===== config.mk =====
export PLATFORM = sky130hd
export DESIGN_NAME = dunit_controller
export DESIGN_NICKNAME = d
export VERILOG_FILES = /design/src/rtl/dunit_controller_pkg.sv /design/src/rtl/dunit_controller_readback.sv /design/src/rtl/dunit_controller.sv
export SDC_FILE = /design/constraint.sdc
export NUM_CORES = 1
export LEC_CHECK = 0
export ABC_AREA = 1
export CORE_ASPECT_RATIO = 1.1
export CORE_MARGIN = 1
export CORE_UTILIZATION = 35
export DETAILED_ROUTE_END_ITERATION = 12
export PLACE_DENSITY_LB_ADDON = 0.2
export REMOVE_ABC_BUFFERS = 1
export SLEW_MARGIN = 20
export SYNTH_ARGS = -nofsm -noshare
export SYNTH_HDL_FRONTEND = slang
export SYNTH_SLANG_ARGS = --single-unit

===== constraint.sdc =====
create_clock -name i_clk -period 2.41 [get_ports i_clk]
set_input_delay 0.482 -clock i_clk [delete_from_list [all_inputs] [get_ports i_clk]]
set_output_delay 0.482 -clock i_clk [all_outputs]
set_load 0.02 [all_outputs]

===== src/rtl/dunit_controller_pkg.sv =====
// Shared definitions for the debug-unit controller: host opcodes, FSM encodings
// and the register-file dump length.
package dunit_controller_pkg;

  localparam logic [2:0] OP_CLEAR     = 3'd0;
  localparam logic [2:0] OP_LOAD      = 3'd1;
  localparam logic [2:0] OP_RUN       = 3'd2;
  localparam logic [2:0] OP_STEP      = 3'd3;
  localparam logic [2:0] OP_DUMP_REG  = 3'd4;
  localparam logic [2:0] OP_DUMP_MEM  = 3'd5;

  localparam int unsigned REG_COUNT = 32;

  typedef enum logic [2:0] {
    ST_IDLE,
    ST_LOAD,
    ST_RUN,
    ST_STEP,
    ST_DREG,
    ST_DMEM
  } state_t;

  typedef enum logic [1:0] {
    RB_IDLE,
    RB_ADDR,
    RB_WAIT,
    RB_HOLD
  } rb_state_t;

endpackage


===== src/rtl/dunit_controller_readback.sv =====
// Readback sequencer: walks addresses 0..count-1 against a one-cycle-latency
// read port and streams each word out with a valid/ready hold register.
module dunit_readback_seq
  import dunit_controller_pkg::*;
#(
  parameter int unsigned NB_DATA = 32,
  parameter int unsigned NB_CNT  = 9
) (
  input  logic               i_clk,
  input  logic               i_reset,
  input  logic               i_start,
  input  logic [NB_CNT-1:0]  i_count,
  input  logic [NB_DATA-1:0] i_rdata,
  input  logic               i_rsp_ready,
  output logic [NB_CNT-1:0]  o_addr,
  output logic               o_rsp_valid,
  output logic [NB_DATA-1:0] o_rsp_data,
  output logic               o_done
);

  rb_state_t          r_state;
  logic [NB_CNT-1:0]  r_addr;
  logic [NB_CNT-1:0]  r_last;
  logic               r_valid;
  logic [NB_DATA-1:0] r_data;
  logic               w_last_hs;

  // Final handshake of the walk; the parent leaves its dump state on it.
  always_comb begin
    w_last_hs = (r_state == RB_HOLD) && i_rsp_ready && (r_addr == r_last);
  end

  // Address present one cycle, capture the read data the next, then hold it
  // on the stream until the consumer takes it.
  always_ff @(posedge i_clk) begin
    if (i_reset) begin
      r_state <= RB_IDLE;
      r_addr  <= '0;
      r_last  <= '0;
      r_valid <= 1'b0;
      r_data  <= '0;
    end else begin
      case (r_state)
        RB_IDLE: begin
          if (i_start) begin
            r_addr  <= '0;
            r_last  <= i_count - NB_CNT'(1);
            r_state <= RB_ADDR;
          end
        end
        RB_ADDR: r_state <= RB_WAIT;
        RB_WAIT: begin
          r_data  <= i_rdata;
          r_valid <= 1'b1;
          r_state <= RB_HOLD;
        end
        RB_HOLD: begin
          if (i_rsp_ready) begin
            r_valid <= 1'b0;
            if (r_addr == r_last) begin
              r_addr  <= '0;
              r_state <= RB_IDLE;
            end else begin
              r_addr  <= r_addr + NB_CNT'(1);
              r_state <= RB_ADDR;
            end
          end
        end
        default: begin
          r_valid <= 1'b0;
          r_state <= RB_IDLE;
        end
      endcase
    end
  end

  assign o_addr      = r_addr;
  assign o_rsp_valid = r_valid;
  assign o_rsp_data  = r_data;
  assign o_done      = w_last_hs;

endmodule


===== src/rtl/dunit_controller.sv =====
// Debug-unit controller: accepts host commands to load instruction memory,
// run/step the pipeline, and dump the register file or data memory.
module dunit_controller
  import dunit_controller_pkg::*;
#(
  parameter int unsigned NB_REG   = 32,
  parameter int unsigned NB_WIDHT = 9,
  parameter int unsigned NB_ADDR  = 5
) (
  input  logic                i_clk,
  input  logic                i_reset,
  input  logic                i_cmd_valid,
  output logic                o_cmd_ready,
  input  logic [2:0]          i_cmd_op,
  input  logic [NB_REG-1:0]   i_cmd_data,
  input  logic                i_halt,
  input  logic [NB_REG-1:0]   i_dunit_reg,
  input  logic [NB_REG-1:0]   i_dunit_mem_data,
  output logic                o_dunit_clk_en,
  output logic                o_dunit_reset_pc,
  output logic                o_dunit_w_mem,
  output logic [NB_REG-1:0]   o_dunit_mem_addr,
  output logic [NB_REG-1:0]   o_dunit_data_if,
  output logic [NB_ADDR-1:0]  o_dunit_addr,
  output logic [NB_WIDHT-1:0] o_dunit_addr_data,
  output logic                o_rsp_valid,
  input  logic                i_rsp_ready,
  output logic [NB_REG-1:0]   o_rsp_data,
  output logic                o_halted,
  output logic                o_cmd_err,
  output logic [NB_REG-1:0]   o_cycle_cnt
);

  state_t              r_state;
  logic                r_cmd_ready;
  logic                r_clk_en;
  logic                r_reset_pc;
  logic                r_w_mem;
  logic                r_halted;
  logic                r_cmd_err;
  logic [NB_REG-1:0]   r_ptr;
  logic [NB_REG-1:0]   r_mem_addr;
  logic [NB_REG-1:0]   r_data_if;
  logic [NB_REG-1:0]   r_cycle_cnt;

  logic                w_accept;
  logic                w_clk_en;
  logic                w_rb_start;
  logic                w_rb_done;
  logic [NB_WIDHT-1:0] w_dmem_n;
  logic [NB_WIDHT-1:0] w_rb_count;
  logic [NB_WIDHT-1:0] w_rb_addr;
  logic [NB_REG-1:0]   w_rb_rdata;

  // Command decode and pipeline enable. In RUN the enable is masked by i_halt
  // in the same cycle so the halting cycle itself is never clocked.
  always_comb begin
    w_accept   = i_cmd_valid && r_cmd_ready;
    w_dmem_n   = i_cmd_data[NB_WIDHT-1:0];
    w_rb_start = w_accept && ((i_cmd_op == OP_DUMP_REG) ||
                              ((i_cmd_op == OP_DUMP_MEM) && (w_dmem_n != '0)));
    w_rb_count = (i_cmd_op == OP_DUMP_MEM) ? w_dmem_n : NB_WIDHT'(REG_COUNT);
    w_rb_rdata = (r_state == ST_DMEM) ? i_dunit_mem_data : i_dunit_reg;
    w_clk_en   = r_clk_en && !((r_state == ST_RUN) && i_halt);
  end

  // Main FSM with registered outputs, load pointer and cycle counter.
  always_ff @(posedge i_clk) begin
    if (i_reset) begin
      r_state     <= ST_IDLE;
      r_cmd_ready <= 1'b1;
      r_clk_en    <= 1'b0;
      r_reset_pc  <= 1'b0;
      r_w_mem     <= 1'b0;
      r_halted    <= 1'b0;
      r_cmd_err   <= 1'b0;
      r_ptr       <= '0;
      r_mem_addr  <= '0;
      r_data_if   <= '0;
      r_cycle_cnt <= '0;
    end else begin
      r_reset_pc <= 1'b0;
      r_w_mem    <= 1'b0;
      r_cmd_err  <= 1'b0;
      if (w_clk_en && (r_cycle_cnt != '1)) begin
        r_cycle_cnt <= r_cycle_cnt + NB_REG'(1);
      end
      case (r_state)
        ST_IDLE: begin
          if (w_accept) begin
            case (i_cmd_op)
              OP_CLEAR: begin
                r_ptr       <= '0;
                r_halted    <= 1'b0;
                r_cycle_cnt <= '0;
                r_reset_pc  <= 1'b1;
              end
              OP_LOAD: begin
                r_state     <= ST_LOAD;
                r_cmd_ready <= 1'b0;
                r_w_mem     <= 1'b1;
                r_reset_pc  <= 1'b1;
                r_mem_addr  <= r_ptr;
                r_data_if   <= i_cmd_data;
                r_ptr       <= r_ptr + NB_REG'(4);
              end
              OP_RUN: begin
                if (r_halted) begin
                  r_cmd_err <= 1'b1;
                end else begin
                  r_state     <= ST_RUN;
                  r_cmd_ready <= 1'b0;
                  r_clk_en    <= 1'b1;
                end
              end
              OP_STEP: begin
                if (r_halted) begin
                  r_cmd_err <= 1'b1;
                end else begin
                  r_state     <= ST_STEP;
                  r_cmd_ready <= 1'b0;
                  r_clk_en    <= 1'b1;
                end
              end
              OP_DUMP_REG: begin
                r_state     <= ST_DREG;
                r_cmd_ready <= 1'b0;
              end
              OP_DUMP_MEM: begin
                if (w_dmem_n != '0) begin
                  r_state     <= ST_DMEM;
                  r_cmd_ready <= 1'b0;
                end
              end
              default: r_cmd_err <= 1'b1;
            endcase
          end
        end
        ST_LOAD: begin
          r_state     <= ST_IDLE;
          r_cmd_ready <= 1'b1;
        end
        ST_RUN: begin
          if (i_halt) begin
            r_clk_en    <= 1'b0;
            r_halted    <= 1'b1;
            r_state     <= ST_IDLE;
            r_cmd_ready <= 1'b1;
          end
        end
        ST_STEP: begin
          if (i_halt) begin
            r_halted <= 1'b1;
          end
          r_clk_en    <= 1'b0;
          r_state     <= ST_IDLE;
          r_cmd_ready <= 1'b1;
        end
        ST_DREG, ST_DMEM: begin
          if (w_rb_done) begin
            r_state     <= ST_IDLE;
            r_cmd_ready <= 1'b1;
          end
        end
        default: begin
          r_clk_en    <= 1'b0;
          r_state     <= ST_IDLE;
          r_cmd_ready <= 1'b1;
        end
      endcase
    end
  end

  dunit_readback_seq #(
    .NB_DATA (NB_REG),
    .NB_CNT  (NB_WIDHT)
  ) u_readback (
    .i_clk       (i_clk),
    .i_reset     (i_reset),
    .i_start     (w_rb_start),
    .i_count     (w_rb_count),
    .i_rdata     (w_rb_rdata),
    .i_rsp_ready (i_rsp_ready),
    .o_addr      (w_rb_addr),
    .o_rsp_valid (o_rsp_valid),
    .o_rsp_data  (o_rsp_data),
    .o_done      (w_rb_done)
  );

  assign o_cmd_ready       = r_cmd_ready;
  assign o_dunit_clk_en    = w_clk_en;
  assign o_dunit_reset_pc  = r_reset_pc;
  assign o_dunit_w_mem     = r_w_mem;
  assign o_dunit_mem_addr  = r_mem_addr;
  assign o_dunit_data_if   = r_data_if;
  assign o_dunit_addr      = w_rb_addr[NB_ADDR-1:0];
  assign o_dunit_addr_data = w_rb_addr;
  assign o_halted          = r_halted;
  assign o_cmd_err         = r_cmd_err;
  assign o_cycle_cnt       = r_cycle_cnt;

endmodule


==> results.md, run 1 <==
- Max Clock Skew: 0.01979 ns
- Post-synth EDFFs: 0
- Fraction of registers with async set/reset: 0%
- Hold Startpoint: u_readback.r_last[0]
- Io pins: 253
- Fin. max-slew vios: 0
- CP startpoint kind: flip-flop
- Fin crit share: 93.50%
- Core Rows: 62
- Drc violations: 0
- Dpl cell area: 12270 um^2
- Clock sinks: 186
- Routed WL: 27040 um
- Worst path slowest cell: dfxtp_2
- CTS Buf Count: 17
- Postcts setup bufs: 0
- Worst slew pin tran: 0.9919 ns
- CP max stage delay: 0.39 ns
- Fin util: 49.20%
- Die footprint: 27310 um^2
- Gr ovfl total: 0
- Setup TNS Final: 0 ns
- Primary FF master, synth: dfxtp_1
- Synth Area per Inst: 6.809 um^2
- Core footprint: 26140 um^2
- GP Congestion: 0.9573
- Unique cell type count in the Yosys netlist: 47
- Post-synth top area share: 39.92%
- Status: complete, no violations
- Mapped Cells: 1370
- Largest net degree at the start of global routing: 95
- Headroom to the max-slew limit: 33.80%
- Maximum VDD drop: 0.0004425 V
- Die X: 157.7 um
- Clock buffer depth: 2
- Clock transition at the registers of the reported paths: 0.08 ns
- Global-route wire length before repair: 43770 um
- Post-CTS Hold Fix Bufs: 0
- Crit Path Class: flip-flop to primary output
- Crit path capture type: primary output
- Post-synthesis sequential area ratio: 39.92%
- Highest net fanout along the worst path: 4
- Min Tclk post-route: 2.253 ns
- Largest cells by area after synthesis: dfxtp_1 (40%), nand2_1 (13%), nor2_1 (7.2%)
- Nets: 1722
- Arr. time, crit path: 1.77 ns
- RSZ-0062 raised after global routing: no
- Post-synthesis cell area: 9328 um^2
- Final HPWL DP: 20020 um
- Initial core utilization: 35.68%
- Vias in the first global route: 8951
- Hold Path Class: flip-flop to flip-flop
- Root buf cell: clkbuf_16
- CP cell instances: inv_2 > nor3_2 > inv_2 > o21ai_2 > inv_2 > dlygate4sd2_1
- YS warnings: 0
- Design Area, Final: 12860 um^2
- Critical Path Source: r_state[1]
- Pwr dens: 716.0 nW/um^2
- IO Port Bufs: 250
- Inserted Diodes: 0
- Routed WL per cell: 13.72 um
- Share of layout cells above drive strength 1: 6.733%
- Register bit total from synthesis: 186
- Final Hold Fails: 0
- GRT Total Usage: 19.84%
- 1st-pass router iterations: 5
- Crit path top cell by count: inv_2
- Clock Latency Late Sink: 0.44 ns
- Leading area contributor after synthesis: dfxtp_1
- Die Y: 173.2 um
- DR iter-0 viols: 571
- Required @ worst endpoint: 1.93 ns
- Initial antenna violation count: 0
- Maximum clock rate: 443.8 MHz
- Via count: 9469
- Static leakage: 5.058 nW
- MaxCap Viol Count: 0
- FF-to-FF Start: r_ptr[3]
- CTS tree: built
- ANT nets after route: 0
- Htree depth: 4
- Area grow syn2layout: 37.88%
- Vias/cell: 4.804
- Setup violators final: 0
[path summary, 6_finish.rpt]
| path | endpoint | slack [ns] | cells past startpoint |
|---|---|---|---|
| max reg2reg | r_ptr[24] | 0.53 | 10 |
| min reg2reg | u_readback.r_last[0] | 0.47 | 2 |
| max | o_dunit_clk_en | 0.16 | 6 |
| min | u_readback.r_last[0] | 0.47 | 2 |
[through the flow]
step                setup WS (ns)  hold WS [ns]  total power (W)  instances
floorplan                  -1.166        0.4389         0.005206       1307
global placement          0.06299        0.4517         0.006471       1939
detailed placement        0.01954        0.4548         0.006495       1939
CTS                        0.1272        0.4716         0.009347       1971
global route              0.03267        0.5011         0.009762       1971
finish                     0.1566        0.4671         0.009208       1971
[cell type report]
class / count / area [um^2]
inverters: 150 / 563.0
well taps: 352 / 440.4
repair buffers: 280 / 2801
multi-input cells: 971 / 4740
flip-flops and latches: 186 / 3725
clock inverters: 15 / 166.4
clock buffers: 17 / 425.4
fillers: 2690 / 13280
[state kept, by name, summed over array words and instances, names as in the netlist]
name,cells
u_readback.o_rsp_valid,1
o_dunit_w_mem,1
o_dunit_data_if,32
u_readback.r_state,2
u_readback.r_last,9
o_dunit_reset_pc,1
o_halted,1
u_readback.o_addr,9
u_readback.o_rsp_data,32
r_clk_en,1
o_cycle_cnt,32
o_dunit_mem_addr,30
r_state,3
o_cmd_err,1
r_ptr,30
o_cmd_ready,1
[per-layer routing]
| metal | GRT usage (%) | routed length [um] | up-vias |
|---|---|---|---|
| met2 | 34.42 | 12890 | 227 |
| met5 | 0 | 0 | - |
| met4 | 5.663 | 411 | 0 |
| met1 | 24.86 | 12400 | 4316 |
| met3 | 3.425 | 1333 | 28 |
| li1 | - | - | 4898 |
[placed cells by master, fill, tap and decap left out, types with 3 or more instances in the layout]
cell type          n
nand2_1          328
clkdlybuf4s50_1  249
dfxtp_1          185
nor2_1           180
inv_1            134
a21oi_1          108
o21ai_0           85
nand3_1           77
o211ai_1          33
nand4_1           27
nor3_1            27
buf_4             24
xor2_1            20
clkbuf_16         17
inv_2             14
xnor2_1           12
ha_1              11
o21ai_1            9
nor2_2             8
inv_8              6
buf_12             6
nand3_2            4
nand3b_1           4
nor3_2             3
a21oi_2            3
nor2_4             3
a211oi_1           3
clkinv_4           3
clkinv_8           3
[cells by family (layout without fill, tap and decap cells)]
group | Yosys count | count (layout) | synth area share, %
buffers and inverters | 214 | 462 | 9.443
adders and majority gates | 12 | 12 | 1.610
other | 1 | 2 | 0.04020
DFF | 186 | 186 | 39.92
AOI/OAI and AO/OA | 253 | 253 | 15.01
xor gates and xnor gates | 32 | 32 | 3.005
and+or+nand+nor | 672 | 672 | 30.97
[cell usage after synthesis (20+ instances only)]
cell,n
a21oi_1,108
clkbuf_1,32
dfxtp_1,186
inv_1,134
nand2_1,328
nand3_1,77
nand4_1,27
nor2_1,180
nor3_1,27
o211ai_1,33
o21ai_0,85
xor2_1,20
[power by group]
group / leakage, nW / switching, W / internal (W) / total, W
Combinational: 3.27 / 0.00156 / 0.00118 / 0.00273
Clock: 0.284 / 0.00141 / 0.00140 / 0.00280
Sequential: 1.51 / 0.000233 / 0.00344 / 0.00367
[what timing repair did]
action | CTS | global route
endpoints found under the hold margin | 0 | 0
endpoints found under the setup margin | 1 | 0
resized for setup | 2 | 0
[worst max-delay path, delay by kind of cell, from the launching register on]
family                 cells  cell delay [ns]
AND/OR/NAND/NOR            1             0.20
AO/OA/AOI/OAI              1             0.20
buffers and inverters      4             0.56
flip-flops                 1             0.39
Note: power is estimated with default switching activity, not from simulation.
==> inputs of run 2 (changes only) <==
--- a/config.mk
+++ b/config.mk
@@ -10,7 +10,9 @@
 export CORE_MARGIN = 1
 export CORE_UTILIZATION = 35
 export DETAILED_ROUTE_END_ITERATION = 12
-export PLACE_DENSITY_LB_ADDON = 0.2
+export HOLD_SLACK_MARGIN = 0.06
+export MAX_ROUTING_LAYER = met4
+export PLACE_DENSITY = 0.73
 export REMOVE_ABC_BUFFERS = 1
 export SLEW_MARGIN = 20
 export SYNTH_ARGS = -nofsm -noshare
==> run 2 against run 1 <==
Effect of this change:
- combinational power rose by 2%
- sequential share of layout area fell by 0.20 points
- wire length rose by 1.0%
- hold slack got worse by 0.0037 ns
- critical path type unchanged
- clock-buffer cell count rose by 2
- die area did not move
- critical endpoint unchanged
- non-clock buffer count rose by 7
- register-to-register slack got worse by 0.07 ns
- via count rose by 0.25%
- clock skew fell by 0.0046 ns
- flip-flop and latch count did not move
- critical path depth did not move
==> results.md, run 2 (synthesis results as in run 1) <==
- Htree depth: 4 (unchanged)
- Drc violations: 0 (unchanged)
- Design Area, Final: 12940 um^2 (+0.65%)
- Largest net degree at the start of global routing: 63 (-34%)
- MaxCap Viol Count: 0 (unchanged)
- Global-route wire length before repair: 43710 um (-0.13%)
- Required @ worst endpoint: 1.93 ns (about the same)
- Net switching power: 0.003064 W (-4.1%)
- Die X: 157.7 um (unchanged)
- Worst slew pin tran: 1.006 ns (+0.01362 ns)
- Via count: 9493 (+0.25%)
- Io pins: 253 (unchanged)
- Pwr dens: 734.4 nW/um^2 (+2.6%)
- GP Congestion: 0.9546 (-0.28%)
- Core footprint: 26140 um^2 (unchanged)
- Setup violators final: 0 (unchanged)
- Internal: 0.006443 W (+7.2%)
- Routed WL: 27310 um (+1.0%)
- Static leakage: 5.114 nW (+1.1%)
- IO Port Bufs: 250 (unchanged)
- Die footprint: 27310 um^2 (unchanged)
- Most frequent cells in the layout: nand2_1 (328), clkdlybuf4s50_1 (249), dfxtp_1 (186), nor2_1 (180), inv_1 (134)
- Comb pwr share: 29.2% (-0.5 points)
- Crit path capture type: primary output
- Max Clock Skew: 0.01519 ns (-0.004599 ns)
- Fin crit share: 92.09% (-1.4 points)
- Most common cell after layout, fill and taps aside: nand2_1
- Cts repair resizes: 1 (-1)
- Clock transition at the registers of the reported paths: 0.06 ns (-0.02 ns)
- Maximum VDD drop: 0.0004735 V (+7.0%)
- Min Tclk post-route: 2.219 ns (-0.03390 ns)
- Highest net fanout along the worst path: 4 (unchanged)
- Routed WL per cell: 13.81 um (+0.71%)
- Reg power frac: 38.6% (-1.3 points)
- ANT nets after route: 0 (unchanged)
- Initial core utilization: 35.68% (unchanged)
- Postcts setup bufs: 0 (unchanged)
- Share of layout cells above drive strength 1: 7.015% (+0.28 points)
- RSZ-0062 raised after global routing: no
- Headroom to the max-slew limit: 32.89% (-0.91 points)
- Filler Cells Inserted: 2556 (-5.0%)
- Inserted Diodes: 0 (unchanged)
- Vias in the first global route: 9033 (+0.92%)
- Hold Path Class: flip-flop to flip-flop
- Power share of the clock group: 32.2% (+1.8 points)
- Gr ovfl total: 0 (unchanged)
- Root buf cell: clkbuf_16
- Clock sinks: 186 (unchanged)
- Final Hold Fails: 0 (unchanged)
- Die Y: 173.2 um (unchanged)
- DR iter-0 viols: 509 (-11%)
- Final HPWL DP: 20480 um (+2.3%)
- CTS tree: built
- Clock buffer depth: 2 (unchanged)
- Status: complete, no violations
- CTS Buf Count: 17 (unchanged)
- CP startpoint kind: flip-flop
- Nets: 1729 (+0.41%)
- Maximum clock rate: 450.6 MHz (+1.5%)
- Core Rows: 62 (unchanged)
- Post-CTS Hold Fix Bufs: 0 (unchanged)
- Hold WS: 0.4634 ns (-0.003675 ns)
- Arr. time, crit path: 1.74 ns (-0.03 ns)
- Sw Share: 32.23% (-2.5 points)
- Fin. max-slew vios: 0 (unchanged)
- Crit Path Class: flip-flop to primary output
- 1st-pass router iterations: 4 (-1)
- GRT Total Usage: 20.51% (+0.67 points)
- Initial antenna violation count: 0 (unchanged)
- Vias/cell: 4.802 (about the same)
- Clock Latency Late Sink: 0.43 ns (about the same)
- Dpl cell area: 12310 um^2 (+0.33%)
- Area grow syn2layout: 38.78%
[run 2: changes by cell type in the layout (fill, tap and decap cells not counted), moves of 2 or more]
cell       before  now
bufinv_16       0    4
clkinv_4        3    1
clkbuf_8        0    2
inv_6           1    4
buf_4          24   32
clkinv_8        3    0
inv_8           6    0
[run 2: layer usage]
metal	track usage, %	vias up	wire [um]
met5	-	-	0
met1	23.55	4257	11970
li1	-	4912	-
met3	4.800	32	1925
met4	5.866	0	441
met2	35.13	292	12970
[run 2: final cells by class]
class / count / area, um^2 / share of cell area [%]
inverters: 150 / 563.0 / 4.350
well taps: 352 / 440.4 / 3.402
multi-input cells: 971 / 4740 / 36.61
clock buffers: 19 / 452.9 / 3.499
flip-flops and latches: 186 / 3724 / 28.76
repair buffers: 287 / 2841 / 21.95
clock inverters: 12 / 183.9 / 1.421
[run 2: stage by stage]
| stage | cells | utilization [%] | TNS [ns] | setup slack, ns | total power, W |
|---|---|---|---|---|---|
| 6_report | 1977 | 49.52 | 0 | 0.1905 | 0.009506 |
| 3_3_place_gp | 1946 | 47.09 | 0 | 0.02257 | 0.006489 |
| 2_1_floorplan | 1307 | - | -46.09 | -1.166 | 0.005206 |
| 4_1_cts | 1977 | 49.52 | 0 | 0.1815 | 0.009623 |
| 5_1_grt | 1977 | 49.52 | 0 | 0.09405 | 0.01004 |
| 3_5_place_dp | 1946 | 47.09 | 0 | 0.01270 | 0.006527 |
[run 2: worst max-delay path, cell delays in order (launching register included)]
cell and delay, ns:
dfxtp_1 0.35, inv_2 0.07, nor3_2 0.21, inv_2 0.09, o21ai_2 0.18, inv_2 0.08
dlygate4sd2_1 0.33
[run 2: power groups by stage]
stage,Clock (W),Combinational (W),Sequential (W)
3_5_place_dp,0,0.00279,0.00374
6_report,0.00306,0.00278,0.00367
2_1_floorplan,0,0.00111,0.00410
4_1_cts,0.00315,0.00280,0.00367
3_3_place_gp,0,0.00277,0.00372
5_1_grt,0.00328,0.00305,0.00371
[run 2: final timing paths]
path	start	end	slack (ns)	cells past startpoint
max	r_state[1]	o_dunit_clk_en	0.19	6
min reg2reg	u_readback.r_last[5]	u_readback.r_last[5]	0.46	2
min	u_readback.r_last[5]	u_readback.r_last[5]	0.46	2
max reg2reg	o_cycle_cnt[0]	o_cycle_cnt[4]	0.46	11
